<file path="config.mk">
export PLATFORM = sky130hd
export DESIGN_NAME = axi4l_arbiter_nx1
export DESIGN_NICKNAME = d
export VERILOG_FILES = /design/src/rtl/axi4l_arbiter_nx1.sv
export SDC_FILE = /design/constraint.sdc
export NUM_CORES = 1
export LEC_CHECK = 0
export CORE_AREA = 2 2 174 176
export DETAILED_ROUTE_END_ITERATION = 7
export DIE_AREA = 0 0 176 178
export PLACE_DENSITY_LB_ADDON = 0.3
export SLEW_MARGIN = 20
export SYNTH_ARGS = -nofsm -noshare
export SYNTH_HDL_FRONTEND = slang
export SYNTH_SLANG_ARGS = --single-unit
export TNS_END_PERCENT = 50
</file>
<file path="constraint.sdc">
create_clock -name clk -period 3.3 [get_ports clk]
set_clock_uncertainty 0.05 [all_clocks]
set_input_delay 0.825 -clock clk [delete_from_list [all_inputs] [get_ports clk]]
set_output_delay 0.825 -clock clk [all_outputs]
set_load 0.1 [all_outputs]
</file>
<file path="src/rtl/axi4l_arbiter_nx1.sv">
// axi4l_arbiter_nx1
//   N-master to 1-slave AXI4-Lite arbiter. Serialises whole read or write
//   transactions from one master at a time. Arbitration is fixed priority
//   (highest index wins) or round-robin. Forwarding is combinational.
//
//   state | meaning
//   ------+--------------------------------------------------------------
//   IDLE  | no grant, every slave-side output and master-side response is 0
//   RD    | AR/R routed between master gidx and the slave
//   WR    | AW/W/B routed between master gidx and the slave
//
// Ports
//   clk, rst_n        clock, asynchronous active-low reset
//   s_*               per-master AXI4-Lite buses, master i at slice i
//   m_*               single slave-side AXI4-Lite bus
//   grant             one-hot current grant (zero in IDLE)
//   busy              high in RD or WR
module axi4l_arbiter_nx1 #(
   parameter  int NUM_M    = 2,
   parameter  int ADDR_W   = 32,
   parameter  int DATA_W   = 32,
   parameter  int ARB_MODE = 0,
   localparam int STRB_W   = DATA_W / 8,
   localparam int IDX_W    = $clog2(NUM_M)
) (
   input  logic                    clk,
   input  logic                    rst_n,
   input  logic [NUM_M*ADDR_W-1:0] s_araddr,
   input  logic [NUM_M-1:0]        s_arvalid,
   output logic [NUM_M-1:0]        s_arready,
   output logic [NUM_M*DATA_W-1:0] s_rdata,
   output logic [NUM_M*2-1:0]      s_rresp,
   output logic [NUM_M-1:0]        s_rvalid,
   input  logic [NUM_M-1:0]        s_rready,
   input  logic [NUM_M*ADDR_W-1:0] s_awaddr,
   input  logic [NUM_M-1:0]        s_awvalid,
   output logic [NUM_M-1:0]        s_awready,
   input  logic [NUM_M*DATA_W-1:0] s_wdata,
   input  logic [NUM_M*STRB_W-1:0] s_wstrb,
   input  logic [NUM_M-1:0]        s_wvalid,
   output logic [NUM_M-1:0]        s_wready,
   output logic [NUM_M*2-1:0]      s_bresp,
   output logic [NUM_M-1:0]        s_bvalid,
   input  logic [NUM_M-1:0]        s_bready,
   output logic [ADDR_W-1:0]       m_araddr,
   output logic                    m_arvalid,
   input  logic                    m_arready,
   input  logic [DATA_W-1:0]       m_rdata,
   input  logic [1:0]              m_rresp,
   input  logic                    m_rvalid,
   output logic                    m_rready,
   output logic [ADDR_W-1:0]       m_awaddr,
   output logic                    m_awvalid,
   input  logic                    m_awready,
   output logic [DATA_W-1:0]       m_wdata,
   output logic [STRB_W-1:0]       m_wstrb,
   output logic                    m_wvalid,
   input  logic                    m_wready,
   input  logic [1:0]              m_bresp,
   input  logic                    m_bvalid,
   output logic                    m_bready,
   output logic [NUM_M-1:0]        grant,
   output logic                    busy
);

   typedef enum logic [1:0] {IDLE, RD, WR} state_t;

   state_t           state;
   logic [IDX_W-1:0] gidx;
   logic [IDX_W-1:0] last;
   logic [NUM_M-1:0] req;
   logic [IDX_W-1:0] win;
   logic             found;

   assign req = s_arvalid | s_awvalid;

   always_comb begin
      win   = '0;
      found = 1'b0;
      if (ARB_MODE == 0) begin
         // later (higher) indices overwrite earlier ones
         for (int i = 0; i < NUM_M; i++)
            if (req[i]) win = IDX_W'(i);
      end else begin
         for (int k = 1; k <= NUM_M; k++) begin
            if (!found && req[(int'(last) + k) % NUM_M]) begin
               win   = IDX_W'((int'(last) + k) % NUM_M);
               found = 1'b1;
            end
         end
      end
   end

   always_ff @(posedge clk or negedge rst_n) begin
      if (!rst_n) begin
         state <= IDLE;
         gidx  <= '0;
         last  <= IDX_W'(NUM_M - 1);
         grant <= '0;
         busy  <= 1'b0;
      end else begin
         case (state)
            IDLE: begin
               if (|req) begin
                  gidx  <= win;
                  last  <= win;
                  grant <= NUM_M'(1) << win;
                  busy  <= 1'b1;
                  // a master requesting both directions is served read first
                  state <= s_arvalid[win] ? RD : WR;
               end
            end
            RD: begin
               if (m_rvalid && m_rready) begin
                  state <= IDLE;
                  grant <= '0;
                  busy  <= 1'b0;
               end
            end
            WR: begin
               if (m_bvalid && m_bready) begin
                  state <= IDLE;
                  grant <= '0;
                  busy  <= 1'b0;
               end
            end
            default: begin
               state <= IDLE;
               grant <= '0;
               busy  <= 1'b0;
            end
         endcase
      end
   end

   always_comb begin
      s_arready = '0;
      s_rdata   = '0;
      s_rresp   = '0;
      s_rvalid  = '0;
      s_awready = '0;
      s_wready  = '0;
      s_bresp   = '0;
      s_bvalid  = '0;
      m_araddr  = '0;
      m_arvalid = 1'b0;
      m_rready  = 1'b0;
      m_awaddr  = '0;
      m_awvalid = 1'b0;
      m_wdata   = '0;
      m_wstrb   = '0;
      m_wvalid  = 1'b0;
      m_bready  = 1'b0;
      case (state)
         RD: begin
            m_araddr        = s_araddr[int'(gidx)*ADDR_W +: ADDR_W];
            m_arvalid       = s_arvalid[gidx];
            m_rready        = s_rready[gidx];
            s_arready[gidx] = m_arready;
            s_rvalid[gidx]  = m_rvalid;
            s_rdata[int'(gidx)*DATA_W +: DATA_W] = m_rdata;
            s_rresp[int'(gidx)*2 +: 2]           = m_rresp;
         end
         WR: begin
            m_awaddr        = s_awaddr[int'(gidx)*ADDR_W +: ADDR_W];
            m_awvalid       = s_awvalid[gidx];
            m_wdata         = s_wdata[int'(gidx)*DATA_W +: DATA_W];
            m_wstrb         = s_wstrb[int'(gidx)*STRB_W +: STRB_W];
            m_wvalid        = s_wvalid[gidx];
            m_bready        = s_bready[gidx];
            s_awready[gidx] = m_awready;
            s_wready[gidx]  = m_wready;
            s_bvalid[gidx]  = m_bvalid;
            s_bresp[int'(gidx)*2 +: 2] = m_bresp;
         end
         default: ;
      endcase
   end

endmodule

</file>
* Word level (Yosys, flattened, before mapping) *
Index checks and enable logic that the tools add are counted.

operators by class
  add/subtract/negate cells = 2
  $mul = 0
  divide/modulo/power cells = 0
  $lt $le $gt $ge = 3
  equal/unequal tests = 5
  shift operators = 10
  muxes and demuxes = 43
  bitwise gates (word level) = 9
  reduce and logical (&&, ||, !) cells = 7

operator list
  operator                                                     number
  indexed part select 64 x 7 -> 32 bit                         3
  2-to-1 mux 32 bit                                            3
  indexed part select 2 x 33 -> 4 bit                          2
  AND 64 bit                                                   1
  2-to-1 mux 64 bit                                            1
  variable shift 32 x 33 -> 64 bit (first input constant)      1
  indexed part select 32 x 33 -> 64 bit                        1
  negation 2 -> 33 bit                                         1
  negation 6 -> 33 bit                                         1
  variable shift 2 x 33 -> 4 bit (first input constant)        1
  2-to-1 mux 1 bit                                             22
  2-to-1 mux 2 bit                                             10
  2-to-1 mux 4 bit                                             3
  one-hot mux 2 bit (3 select lines)                           2
  AND 2 bit                                                    5
  AND 4 bit                                                    2
  indexed part select 8 x 4 -> 4 bit                           1
  != test 2 bit (second input constant)                        3
  less-than comparator 1 x 2 -> 1 bit (second input constant)  2
  logical AND 1 bit                                            3
  one-hot mux 1 bit (3 select lines)                           1
  AND reduction 3 bit                                          1
  equality test 2 x 1 -> 1 bit (second input constant)         1
  equality test 2 bit (second input constant)                  1
  other kinds (7)                                              7

storage, ports and cells
  register bits = 6
  bits in latches = 0
  RAM bits = 0
  ROM bits = 0
  input port bits = 253
  output and inout port bits = 190
  logic and storage cells = 83
  memories kept = 0

* Longest topological paths before layout *
Gate-level depths: netlist of run 1.

  depth in word-level cells = 7
  gate-level depth with buffers = 6
  gate-level depth less buffers = 4

* Worst setup path before layout of run 1 *
Ideal clock, no wire load.

  kind = input -> output
  start = in s_rready[0]
  end = out m_rready
  arrival = 2.318 ns
  required time = 2.425 ns
  path slack = 0.107 ns
  cell stages on the path = 2
  path buffers = 0
  cell sequence = mux2_4 nor2b_1

between the ends
  cells in the longest elaborated chain, start to end = 3

RTL lines
  what                                                  line  RTL
  start: declaration                                    34    input logic [NUM_M-1:0] s_rready,
  2-to-1 mux 1 bit (implied by the code) (2 in series)  158   m_rready = s_rready[gidx];
  2-to-1 mux 1 bit                                      154   case (state)
  end: declaration                                      51    output logic m_rready,

Every way passes these cells. The select of a mux whose other input is x is not followed.

* Final worst setup path of run 1 *
Ends and elaborated chain as after synthesis.

==> results by group, run 1 <==
Synth
  – Number of synthesized flops with an enable pin: 0
  – Xor-xnor portion of the synthesized cell area: 0
  – Post-synth ARST share: 1.00
  – Share of Yosys cell area claimed by the top area cell type: 0.298
  – Dominant cells by area after synthesis: sky130_fd_sc_hd__mux2i_1 30%, sky130_fd_sc_hd__and2_1 19%, sky130_fd_sc_hd__a22o_1 12%
  – Register area share after synthesis: 0.0639
  – Portion of netlist area occupied by mux cells: 0.311
  – Number of synthesized register bits: 6
  – Yosys top cell by area: sky130_fd_sc_hd__mux2i_1
  – Main combinational cell family by area after synthesis: simple AND/OR/NAND/NOR gates
  – Gate count of the mapped netlist: approximately 330
  – Synth Area in Compound Gates: 0.155
  – Main synth FF type: sky130_fd_sc_hd__dfrtp_1
  – Simple logic cell fraction of the synthesized area: 0.377
  – Synth warnings: 0
  – Per-instance average area after synthesis: 7.16 um2
  – Number of library cell types mapped by synthesis: 29
  – Mapped cell area: 2350 um2
  – Post-synth net total: 581
  – Adder-cell share of the synthesized area: 0

Run
  – Max cap viols: 0

Final layout
  – Layout cell share with drive strength beyond 1: 0.282
  – Sequential Area: 154 um2
  – Diodes inserted: 0
  – Number of inserted filler cells in the final layout: 2,963
  – P&R area growth vs syn: 287%
  – Area of combinational cells with multiple inputs: 1980 um2
  – Final net count: ~1.0k

Clocking
  – Root cell of the clock tree: sky130_fd_sc_hd__clkbuf_16
  – PostCTS Resize Cnt: 0
  – TritonCTS buffer count: 3
  – Longest Clk Path Bufs: 2
  – Post-CTS Setup Bufs: 0
  – Clock slew at the register clock pins of the worst setup and hold paths: 0.03 ns
  – Sink count of the clock tree: 6
  – Hold buffer count at cts: 0
  – Htree depth: 1
  – CTS tree: built
  – Clock latency on the worst-skew pair: 0.23 ns

Worst setup path
  – Combined buffer and inverter count along the critical path: 2
  – Signal arrival time at the worst endpoint: approximately 1.9 ns
  – Launching instance or port of the critical path: s_rready[0]
  – Crit-path max cell delay: between 0.4 and 0.5 ns
  – Startpoint Class: primary input
  – Cell at the slowest stage of the critical path: sky130_fd_sc_hd__clkdlybuf4s50_1
  – Worst-case register-to-register setup slack: 1.35 ns
  – Family with the most delay on the worst path: buffers and inverters
  – Reg-to-reg critical path endpoint: grant[0]$_DFFE_PN0P_
  – Critical-path cell list: clkdlybuf4s50_1 -> mux2_4 -> nor2b_1 -> buf_12
  – Required time worst endpoint: 2.42 ns
  – Path type of the worst setup path: in2out
  – Type of destination of the critical path: output port
  – Depth of the worst register-to-register path: 5
  – Start of the worst register-to-register path: gidx$_DFFE_PN0P_
  – Capturing instance or port of the critical path: m_rready
  – Crit path depth: 4
  – Peak fanout along the critical path: 2

STA
  – Setup Viol. Count Final: 0
  – Final number of hold-violating endpoints: 0
  – Post-route minimum period: 2.77 ns
  – Fin. max-slew vios: 0
  – Slew at the pin with the worst max-slew slack: ~0.64 ns
  – RSZ-0062 raised after global routing: no
  – Worst slew margin relative to its limit: 0.572
  – Hold Worst Slack: 0.500 ns
  – Share of the clock period used by the worst path: 0.840
  – Top achievable clock speed: 0.361 GHz
  – Sum Neg Setup Slack: 0 ns

Floorplanning
  – Row count: 63
  – Die Height: 178 um
  – DIE WIDTH: 176 um
  – Full die area: 31,300 um2
  – Number of placed I/O pins: 443
  – Core area: 29,400 um2
  – Starting Density: 0.0799

Global routing
  – Tot GR Track Use: 0.106
  – Global-route wire length before repair: 25.6 mm
  – Largest net degree at the start of global routing: 70
  – Via count of the first global-routing pass: 4,231
  – Global-route congestion overflow total: 0
  – Initial antenna violation count: 3

Drt
  – Total number of vias: between 4k and 5k
  – Post-route met1 wirelength: 6.22 mm
  – Met3 Routed Length: 2.13 mm
  – DR WL met2: 9.90 mm
  – Number of detailed-routing iterations run before antenna repair: 6
  – Residual DRC: 0
  – Avg Vias per Cell: 3.56
  – Remaining antenna violation count after routing: 0
  – Total Routed Length: 18.4 mm
  – Iteration-0 DRC count of the detailed router: a little over 60
  – DR top layer: met5
  – Wire length per cell after detailed routing: 16.2 um

Placed design
  – Global placer's final weighted congestion: 0.743
  – Count of input and output buffers: 442
  – Detailed placement HPWL: 16.0 mm

Power
  – Worst IR Drop VDD: 625 uV
  – Power density cells: 1100 nW/um2
  – Standby leakage power: 3.80 nW

Worst hold path
  – Path category of the worst min-delay check: reg2reg
  – Startpoint of the worst hold path: busy$_DFFE_PN0P_

Run status
  – Status: complete, no violations
[worst min-delay path by stage]
stage / to / slack (ns) / cells after the start
2_1_floorplan: busy$_DFFE_PN0P_ / 0.48 / 0
3_3_place_gp: grant[0]$_DFFE_PN0P_ / 0.48 / 2
3_5_place_dp: grant[0]$_DFFE_PN0P_ / 0.48 / 2
4_1_cts: busy$_DFFE_PN0P_ / 0.50 / 2
5_1_grt: grant[1]$_DFFE_PN0P_ / 0.56 / 2
6_report: busy$_DFFE_PN0P_ / 0.50 / 2
[cells in the final DEF (no fill, tap or decap)]
| cell | count |
|---|---|
| sky130_fd_sc_hd__o22ai_1 | 1 |
| sky130_fd_sc_hd__inv_2 | 1 |
| sky130_fd_sc_hd__nand2b_4 | 1 |
| sky130_fd_sc_hd__buf_4 | 6 |
| sky130_fd_sc_hd__nor2b_1 | 2 |
| sky130_fd_sc_hd__inv_1 | 1 |
| sky130_fd_sc_hd__nor3_1 | 1 |
| sky130_fd_sc_hd__a22o_1 | 33 |
| sky130_fd_sc_hd__nand3_1 | 1 |
| sky130_fd_sc_hd__mux2_4 | 2 |
| sky130_fd_sc_hd__clkbuf_1 | 1 |
| sky130_fd_sc_hd__o21bai_1 | 1 |
| sky130_fd_sc_hd__nor2_1 | 76 |
| sky130_fd_sc_hd__buf_12 | 191 |
| sky130_fd_sc_hd__o21ai_0 | 1 |
| sky130_fd_sc_hd__or2_2 | 1 |
| sky130_fd_sc_hd__mux2i_1 | 70 |
| sky130_fd_sc_hd__a21o_1 | 1 |
| sky130_fd_sc_hd__and2_1 | 73 |
| sky130_fd_sc_hd__o211ai_1 | 1 |
| sky130_fd_sc_hd__or2_1 | 1 |
| sky130_fd_sc_hd__nand2_1 | 1 |
| sky130_fd_sc_hd__nand2b_2 | 1 |
| sky130_fd_sc_hd__nor2_4 | 2 |
| sky130_fd_sc_hd__dfrtp_4 | 1 |
| sky130_fd_sc_hd__clkbuf_16 | 3 |
| sky130_fd_sc_hd__a21oi_2 | 2 |
| sky130_fd_sc_hd__dfrtp_1 | 5 |
| sky130_fd_sc_hd__a21oi_1 | 5 |
| sky130_fd_sc_hd__clkdlybuf4s50_1 | 252 |
| sky130_fd_sc_hd__and3_1 | 10 |
[cell type report]
cell class,count,share of cell area
well taps,390,0.0536
clock buffers,4,0.00866
flip-flops and latches,6,0.0169
inverters,2,0.000825
multi-input cells,287,0.218
repair buffers,449,0.702
[cell usage after synthesis, types with 2 or more instances]
| cell | count |
|---|---|
| sky130_fd_sc_hd__nor2_1 | 76 |
| sky130_fd_sc_hd__and2_1 | 73 |
| sky130_fd_sc_hd__mux2i_1 | 70 |
| sky130_fd_sc_hd__a22o_1 | 33 |
| sky130_fd_sc_hd__buf_2 | 15 |
| sky130_fd_sc_hd__and3_1 | 10 |
| sky130_fd_sc_hd__buf_6 | 7 |
| sky130_fd_sc_hd__clkbuf_1 | 7 |
| sky130_fd_sc_hd__dfrtp_1 | 6 |
| sky130_fd_sc_hd__a21oi_1 | 5 |
| sky130_fd_sc_hd__buf_4 | 4 |
| sky130_fd_sc_hd__a21oi_2 | 2 |
| sky130_fd_sc_hd__mux2_4 | 2 |
| sky130_fd_sc_hd__nor2_4 | 2 |
| sky130_fd_sc_hd__nor2b_1 | 2 |
[stage by stage]
step | utilization | instance area (um2) | setup WS (ns) | instances | power [mW]
after floorplan | - | 2350 | 0.107 | 328 | 6.28
after global placement | 0.307 | 9020 | 0.533 | 1134 | 9.91
after detailed placement | 0.307 | 9020 | 0.526 | 1134 | 9.93
after CTS | 0.310 | 9100 | 0.480 | 1138 | 10.1
after global routing | 0.310 | 9100 | 0.416 | 1138 | 10.3
final | 0.310 | 9100 | 0.528 | 1138 | 10.0
[cell families after synthesis]
logic type / count (synthesis)
AOI/OAI and AO/OA: 45
muxes: 72
and+or+nand+nor: 170
DFF: 6
buffers and inverters: 35
[where the power goes]
group / switching (mW) / internal (mW) / total, mW / leakage, nW
clock: 0.0384 / 0.160 / 0.198 / 0.0382
sequential: 0.0611 / 0.113 / 0.174 / 0.0732
combinational: 6.32 / 3.32 / 9.64 / 3.69
total: 6.42 / 3.59 / 10.0 / 3.80
[routing by layer]
metal	GRT usage	up-vias
li1	-	1958
met1	0.105	1813
met2	0.215	272
met3	0.0390	10
met4	0.0134	2
met5	0	-
[flip-flops by register name (all words and copies together) (netlist names)]
name,cells
gidx,1
state,2
busy,1
grant,2
[tightest hold or removal path, delay by kind of cell, from the launching register on]
kind	cells	cell delay [ns]
AOI/OAI and AO/OA	1	0.11
DFF	1	0.34
and+or+nand+nor	1	0.05
Note: power is estimated with default switching activity, not from simulation.
==> run 2, diff against run 1 <==
--- a/config.mk
+++ b/config.mk
@@ -5,9 +5,9 @@
 export SDC_FILE = /design/constraint.sdc
 export NUM_CORES = 1
 export LEC_CHECK = 0
-export CORE_AREA = 2 2 174 176
+export CORE_AREA = 2 2 173 175
 export DETAILED_ROUTE_END_ITERATION = 7
-export DIE_AREA = 0 0 176 178
+export DIE_AREA = 0 0 175 177
 export PLACE_DENSITY_LB_ADDON = 0.3
 export SLEW_MARGIN = 20
 export SYNTH_ARGS = -nofsm -noshare
==> constraint.sdc (replaced) <==
create_clock -name clk -period 2.85 [get_ports clk]
set_clock_uncertainty 0.05 [all_clocks]
set_input_delay 0.7125 -clock clk [delete_from_list [all_inputs] [get_ports clk]]
set_output_delay 0.7125 -clock clk [all_outputs]
set_load 0.1 [all_outputs]
==> run 2 against run 1 <==
Against the previous run:
- global-route usage is 0.12 points lower
- cell count is 0.53% higher
- die area is 1.1% lower
- critical endpoint is now m_araddr[30]
- final area is 1.5% higher
- critical path depth is 1 higher
- sequential share of layout area hardly changed
- combinational power is 17% higher
- sequential power is 5% higher
- total power is 17% higher
==> results by group, run 2 (synthesis results as in run 1) <==
Run status
  – Status: complete, no violations

Global routing
  – Initial antenna violation count: 0 (-3)
  – Via count of the first global-routing pass: 4,320 (+2.1%)
  – Global-route congestion overflow total: 0 (unchanged)
  – Global-route wire length before repair: 25.3 mm (-0.97%)
  – Tot GR Track Use: 0.105 (-0.00122)
  – Largest net degree at the start of global routing: 70 (unchanged)

Clocking
  – Sink count of the clock tree: 6 (unchanged)
  – Htree depth: 1 (unchanged)
  – Clock slew at the register clock pins of the worst setup and hold paths: 0.03 ns (about the same)
  – CTS tree: built
  – Post-CTS Setup Bufs: 0 (unchanged)
  – Longest Clk Path Bufs: 2 (unchanged)
  – Hold buffer count at cts: 0 (unchanged)
  – TritonCTS buffer count: 3 (unchanged)
  – PostCTS Resize Cnt: 0 (unchanged)
  – Clock latency on the worst-skew pair: 0.23 ns (about the same)
  – Root cell of the clock tree: sky130_fd_sc_hd__clkbuf_16

STA
  – Final number of hold-violating endpoints: 0 (unchanged)
  – RSZ-0062 raised after global routing: no
  – Hold Worst Slack: 0.498 ns (-0.00226 ns)
  – Min setup slack post-route: 0.239 ns (-0.289 ns)
  – Share of the clock period used by the worst path: 0.916
  – Setup Viol. Count Final: 0 (unchanged)
  – Fin. max-slew vios: 0 (unchanged)
  – Slew at the pin with the worst max-slew slack: 0.362 ns (-0.278 ns)
  – Post-route minimum period: 2.61 ns
  – Worst slew margin relative to its limit: 0.758 (+0.186)
  – Top achievable clock speed: 0.383 GHz

Final layout
  – Final net count: 1,008 (+0.60%)
  – Number of inserted filler cells in the final layout: 2,966 (+0.10%)
  – Sequential Area: 154 um2 (unchanged)
  – Top Registers: grant: 2 flops, state: 2 flops
  – Area of combinational cells with multiple inputs: 2080 um2 (+4.7%)
  – Non-filler cells, final: 1,144 (+0.53%)
  – Diodes inserted: 0 (unchanged)
  – Layout cell share with drive strength beyond 1: 0.334 (+0.0521)
  – Post-layout util: 0.316 (+0.00638)
  – Most common library cell in the layout ignoring fill and taps: sky130_fd_sc_hd__clkdlybuf4s50_1
  – P&R area growth vs syn: 293%
  – Most frequent cells in the layout: 252 x sky130_fd_sc_hd__clkdlybuf4s50_1, 191 x sky130_fd_sc_hd__buf_12, 73 x sky130_fd_sc_hd__and2_1, 70 x sky130_fd_sc_hd__mux2i_1, 42 x sky130_fd_sc_hd__nor2_1

Drt
  – Total number of vias: 4,054 (-0.025%)
  – Total Routed Length: 17.6 mm (-4.0%)
  – Residual DRC: 0 (unchanged)
  – Number of detailed-routing iterations run before antenna repair: 4 (-2)
  – Remaining antenna violation count after routing: 0 (unchanged)
  – Avg Vias per Cell: 3.54 (-0.55%)
  – Wire length per cell after detailed routing: 15.4 um (-4.5%)
  – Iteration-0 DRC count of the detailed router: 88 (+42%)

Worst setup path
  – Crit-path max cell delay: 0.44 ns (-0.02 ns)
  – Type of destination of the critical path: output port
  – Worst-case register-to-register setup slack: 1.01 ns (-0.34 ns)
  – Reg-to-reg critical path endpoint: busy$_DFFE_PN0P_
  – Startpoint Class: flop
  – Signal arrival time at the worst endpoint: 1.85 ns (-0.05 ns)
  – Depth of the worst register-to-register path: 5 (unchanged)
  – Start of the worst register-to-register path: gidx$_DFFE_PN0P_
  – Cell at the slowest stage of the critical path: sky130_fd_sc_hd__dfrtp_1
  – Peak fanout along the critical path: 37 (+35)
  – Path type of the worst setup path: reg2out
  – Critical-path cell list: nand2b_4 -> nor2_4 -> buf_4 -> a22o_1 -> buf_12
  – Required time worst endpoint: 2.09 ns (-0.33 ns)

Floorplanning
  – Row count: 63 (unchanged)
  – Starting Density: 0.0803 (+0.000431)
  – Number of placed I/O pins: 443 (unchanged)
  – Full die area: 31,000 um2 (-1.1%)
  – Die Height: 177 um (-0.56%)
  – DIE WIDTH: 175 um (-0.57%)
  – Core area: 29,200 um2 (-0.54%)

Run
  – Max cap viols: 0 (unchanged)

Placed design
  – Total placed cells including tap cells: 1,140 (+0.53%)
  – Worst-case setup slack after placement: 0.265 ns (-0.261 ns)
  – Global placer's final weighted congestion: 0.714 (-3.9%)
  – Count of input and output buffers: 442 (unchanged)
  – Detailed placement HPWL: 15.4 mm (-3.6%)

Power
  – Worst IR Drop VDD: 841 uV (+35%)
  – Standby leakage power: 3.82 nW (+0.73%)
  – Power density cells: 1270 nW/um2 (+15%)
  – Post-layout total power: 11.7 mW (+17%)

Worst hold path
  – Path category of the worst min-delay check: reg2reg
  – Hold EP: busy$_DFFE_PN0P_
  – Worst hold path cell count: 2 (unchanged)
  – Startpoint of the worst hold path: busy$_DFFE_PN0P_
==> run 2: cell count changes in the layout (fill, tap and decap cells not counted) <==
cell | previous run | this run
sky130_fd_sc_hd__nor2b_2 | 0 | 1
sky130_fd_sc_hd__nor2b_1 | 2 | 1
sky130_fd_sc_hd__buf_4 | 6 | 12
sky130_fd_sc_hd__nand2b_4 | 1 | 2
sky130_fd_sc_hd__nor2_2 | 0 | 34
sky130_fd_sc_hd__nor2_1 | 76 | 42
sky130_fd_sc_hd__nand2b_2 | 1 | 0
==> run 2: cell type report <==
class | count | area share
well taps | 390 | 0.0528
flip-flops and latches | 6 | 0.0167
repair buffers | 455 | 0.696
clock buffers | 4 | 0.00853
inverters | 2 | 0.000812
multi-input cells | 287 | 0.225
==> run 2: per-stage QoR <==
step,TNS (ns),cell area (um2)
detailed placement,0,9160
finish,0,9240
global route,0,9240
global placement,0,9160
CTS,0,9240
floorplan,-2.83,2440
==> run 2: how the worst max path moves through the flow <==
stage | slack (ns) | startpoint | end
after floorplan | -0.10 | gidx$_DFFE_PN0P_ | m_wdata[18]
final | 0.24 | state[1]$_DFFE_PN0P_ | m_araddr[30]
after CTS | 0.17 | state[1]$_DFFE_PN0P_ | m_araddr[30]
after global routing | 0.12 | state[1]$_DFFE_PN0P_ | m_araddr[30]
after detailed placement | 0.26 | m_rvalid | s_rvalid[0]
after global placement | 0.27 | m_rvalid | s_rvalid[0]
==> run 2: power by group <==
| group | internal [mW] | total (mW) | switching [mW] |
|---|---|---|---|
| clock network | 0.186 | 0.240 | 0.0536 |
| registers | 0.130 | 0.183 | 0.0523 |
| logic | 3.91 | 11.3 | 7.39 |
==> run 2: critical path: cells and delay by family, from the launching register on <==
kind                   cells  cell delay, ns
and+or+nand+nor            2            0.35
buffers and inverters      2            0.53
AOI/OAI and AO/OA          1            0.28
DFF                        1            0.44
==> run 2: layer usage <==
metal | track usage | wire length [um]
met1 | 0.106 | 6110
met2 | 0.204 | 9330
met3 | 0.0488 | 2140
met5 | 0 | 0
met4 | 0.00694 | 61
==> run 3, diff against run 2 <==
--- a/config.mk
+++ b/config.mk
@@ -6,6 +6,7 @@
 export NUM_CORES = 1
 export LEC_CHECK = 0
 export CORE_AREA = 2 2 173 175
+export CTS_BUF_LIST = sky130_fd_sc_hd__clkbuf_4 sky130_fd_sc_hd__clkbuf_8
 export DETAILED_ROUTE_END_ITERATION = 7
 export DIE_AREA = 0 0 175 177
 export PLACE_DENSITY_LB_ADDON = 0.3
==> run 3 against run 2 <==
Against the previous run:
- setup slack gained 0.0057 ns
- sequential power is essentially flat
- routed wire length shrank 0.16%
- cell count is the same
- fmax grew 0.22%
- sequential cell count is the same
- critical path depth is the same
- critical path type unchanged
==> results by group, run 3 (synthesis results as in run 1) <==
Placed design
  – Global placer's final weighted congestion: 0.714 (unchanged)
  – Total placed cells including tap cells: 1,140 (unchanged)
  – Count of input and output buffers: 442 (unchanged)
  – Detailed placement HPWL: 15.4 mm (unchanged)

Worst setup path
  – Cell at the slowest stage of the critical path: sky130_fd_sc_hd__dfrtp_1
  – Peak fanout along the critical path: 37 (unchanged)
  – Required time worst endpoint: 2.09 ns (about the same)
  – Combined buffer and inverter count along the critical path: 2 (unchanged)
  – Family with the most delay on the worst path: buffers and inverters
  – Signal arrival time at the worst endpoint: 1.84 ns (about the same)
  – Type of destination of the critical path: output port
  – Critical-path cell list: nand2b_4 -> nor2_4 -> buf_4 -> a22o_1 -> buf_12
  – Startpoint Class: flop
  – Path type of the worst setup path: reg2out
  – Crit-path max cell delay: 0.44 ns (about the same)

Clocking
  – Hold buffer count at cts: 0 (unchanged)
  – Clock latency on the worst-skew pair: 0.23 ns (about the same)
  – Sink count of the clock tree: 6 (unchanged)
  – Root cell of the clock tree: sky130_fd_sc_hd__clkbuf_8
  – Htree depth: 1 (unchanged)
  – Longest Clk Path Bufs: 2 (unchanged)
  – Post-CTS Setup Bufs: 0 (unchanged)
  – Clock slew at the register clock pins of the worst setup and hold paths: 0.04 ns (about the same)
  – CTS tree: built
  – PostCTS Resize Cnt: 0 (unchanged)
  – TritonCTS buffer count: 3 (unchanged)

Power
  – Power density cells: 1260 nW/um2 (-0.47%)
  – Worst IR Drop VDD: 841 uV (about the same)
  – Standby leakage power: 3.81 nW (-0.31%)

Final layout
  – Non-filler cells, final: 1,144 (unchanged)
  – Final net count: 1,008 (unchanged)
  – Most common library cell in the layout ignoring fill and taps: sky130_fd_sc_hd__clkdlybuf4s50_1
  – Number of inserted filler cells in the final layout: 2,965 (-0.034%)
  – Post-layout util: 0.315 (-0.00103)
  – Sequential Area: 154 um2 (unchanged)
  – Area of combinational cells with multiple inputs: 2080 um2 (unchanged)
  – Most frequent cells in the layout: 252 x sky130_fd_sc_hd__clkdlybuf4s50_1, 191 x sky130_fd_sc_hd__buf_12, 73 x sky130_fd_sc_hd__and2_1, 70 x sky130_fd_sc_hd__mux2i_1, 42 x sky130_fd_sc_hd__nor2_1
  – Diodes inserted: 0 (unchanged)
  – P&R area growth vs syn: 292%
  – Layout cell share with drive strength beyond 1: 0.336 (+0.00133)
  – Top Registers: grant: 2 flops, state: 2 flops

Global routing
  – Via count of the first global-routing pass: 4,313 (-0.16%)
  – Tot GR Track Use: 0.105 (about the same)
  – Initial antenna violation count: 0 (unchanged)
  – Largest net degree at the start of global routing: 70 (unchanged)
  – Global-route wire length before repair: 25.3 mm (-0.14%)
  – Global-route congestion overflow total: 0 (unchanged)

Run status
  – Status: complete, no violations

Floorplanning
  – Die Height: 177 um (unchanged)
  – Full die area: 31,000 um2 (unchanged)
  – Row count: 63 (unchanged)
  – DIE WIDTH: 175 um (unchanged)
  – Core area: 29,200 um2 (unchanged)
  – Number of placed I/O pins: 443 (unchanged)
  – Starting Density: 0.0803 (unchanged)

STA
  – Final number of hold-violating endpoints: 0 (unchanged)
  – Hold Worst Slack: 0.478 ns (-0.0195 ns)
  – Fin. max-slew vios: 0 (unchanged)
  – Worst slew margin relative to its limit: 0.759 (about the same)
  – Post-route minimum period: 2.61 ns (-0.00574 ns)
  – Slew at the pin with the worst max-slew slack: 0.362 ns (-0.000810 ns)
  – Share of the clock period used by the worst path: 0.914 (-0.00201)
  – Setup Viol. Count Final: 0 (unchanged)
  – Top achievable clock speed: 0.384 GHz (+0.22%)
  – RSZ-0062 raised after global routing: no

Drt
  – Residual DRC: 0 (unchanged)
  – Avg Vias per Cell: 3.54 (about the same)
  – Total Routed Length: 17.6 mm (-0.16%)
  – Wire length per cell after detailed routing: 15.4 um (-0.16%)
  – Total number of vias: 4,050 (-0.099%)
  – Iteration-0 DRC count of the detailed router: 87 (-1.1%)
  – Remaining antenna violation count after routing: 0 (unchanged)
  – Number of detailed-routing iterations run before antenna repair: 4 (unchanged)

Worst hold path
  – Path category of the worst min-delay check: reg2reg

Run
  – Max cap viols: 0 (unchanged)
## run 3: metrics by stage
stage	instance area, um2	setup TNS, ns	total power, mW	worst slack [ns]
after global routing	9210	0	12.0	0.121
final	9210	0	11.6	0.245
after floorplan	2440	-2.83	7.36	-0.103
after detailed placement	9160	0	11.6	0.265
after global placement	9160	0	11.6	0.268
after CTS	9210	0	11.8	0.175
## run 3: final timing paths
check                                     start              endpoint  slack (ns)  cells after the start
max                        state[1]$_DFFE_PN0P_          m_araddr[30]        0.24                      5
min reg2reg                    busy$_DFFE_PN0P_      busy$_DFFE_PN0P_        0.48                      2
min                            busy$_DFFE_PN0P_      busy$_DFFE_PN0P_        0.48                      2
max reg2reg                    gidx$_DFFE_PN0P_  grant[0]$_DFFE_PN0P_        1.02                      5
max in group asynchronous                 rst_n      gidx$_DFFE_PN0P_        1.83                      1
min in group asynchronous                 rst_n  grant[1]$_DFFE_PN0P_        0.68                      1
## run 3: worst reg2reg max path: cells and delay by family (launching register included)
family,cells,cell delay [ns]
muxes,1,0.39
and+or+nand+nor,1,0.12
buffers and inverters,1,0.33
AOI/OAI and AO/OA,2,0.43
DFF,1,0.45
## run 3: layer usage
| layer | vias up | part of all wire | GRT usage | wire length, um |
|---|---|---|---|---|
| li1 | 1976 | - | - | - |
| met1 | 1794 | 0.35 | 0.106 | 6110 |
| met2 | 273 | 0.53 | 0.204 | 9310 |
| met3 | 7 | 0.12 | 0.0488 | 2130 |
| met4 | 0 | 0.0038 | 0.00799 | 67 |
| met5 | - | 0 | 0 | 0 |
## run 3: final cells by class
cell class,count,share of cell area
Multi-Input combinational cell,287,0.225
Timing Repair Buffer,455,0.699
Tap cell,390,0.0530
Clock buffer,4,0.00530
Sequential cell,6,0.0167
Inverter,2,0.000815
## run 3: power by group
group	switching [mW]	internal, mW
Combinational	7.38	3.91
Clock	0.0436	0.106
Sequential	0.0530	0.130
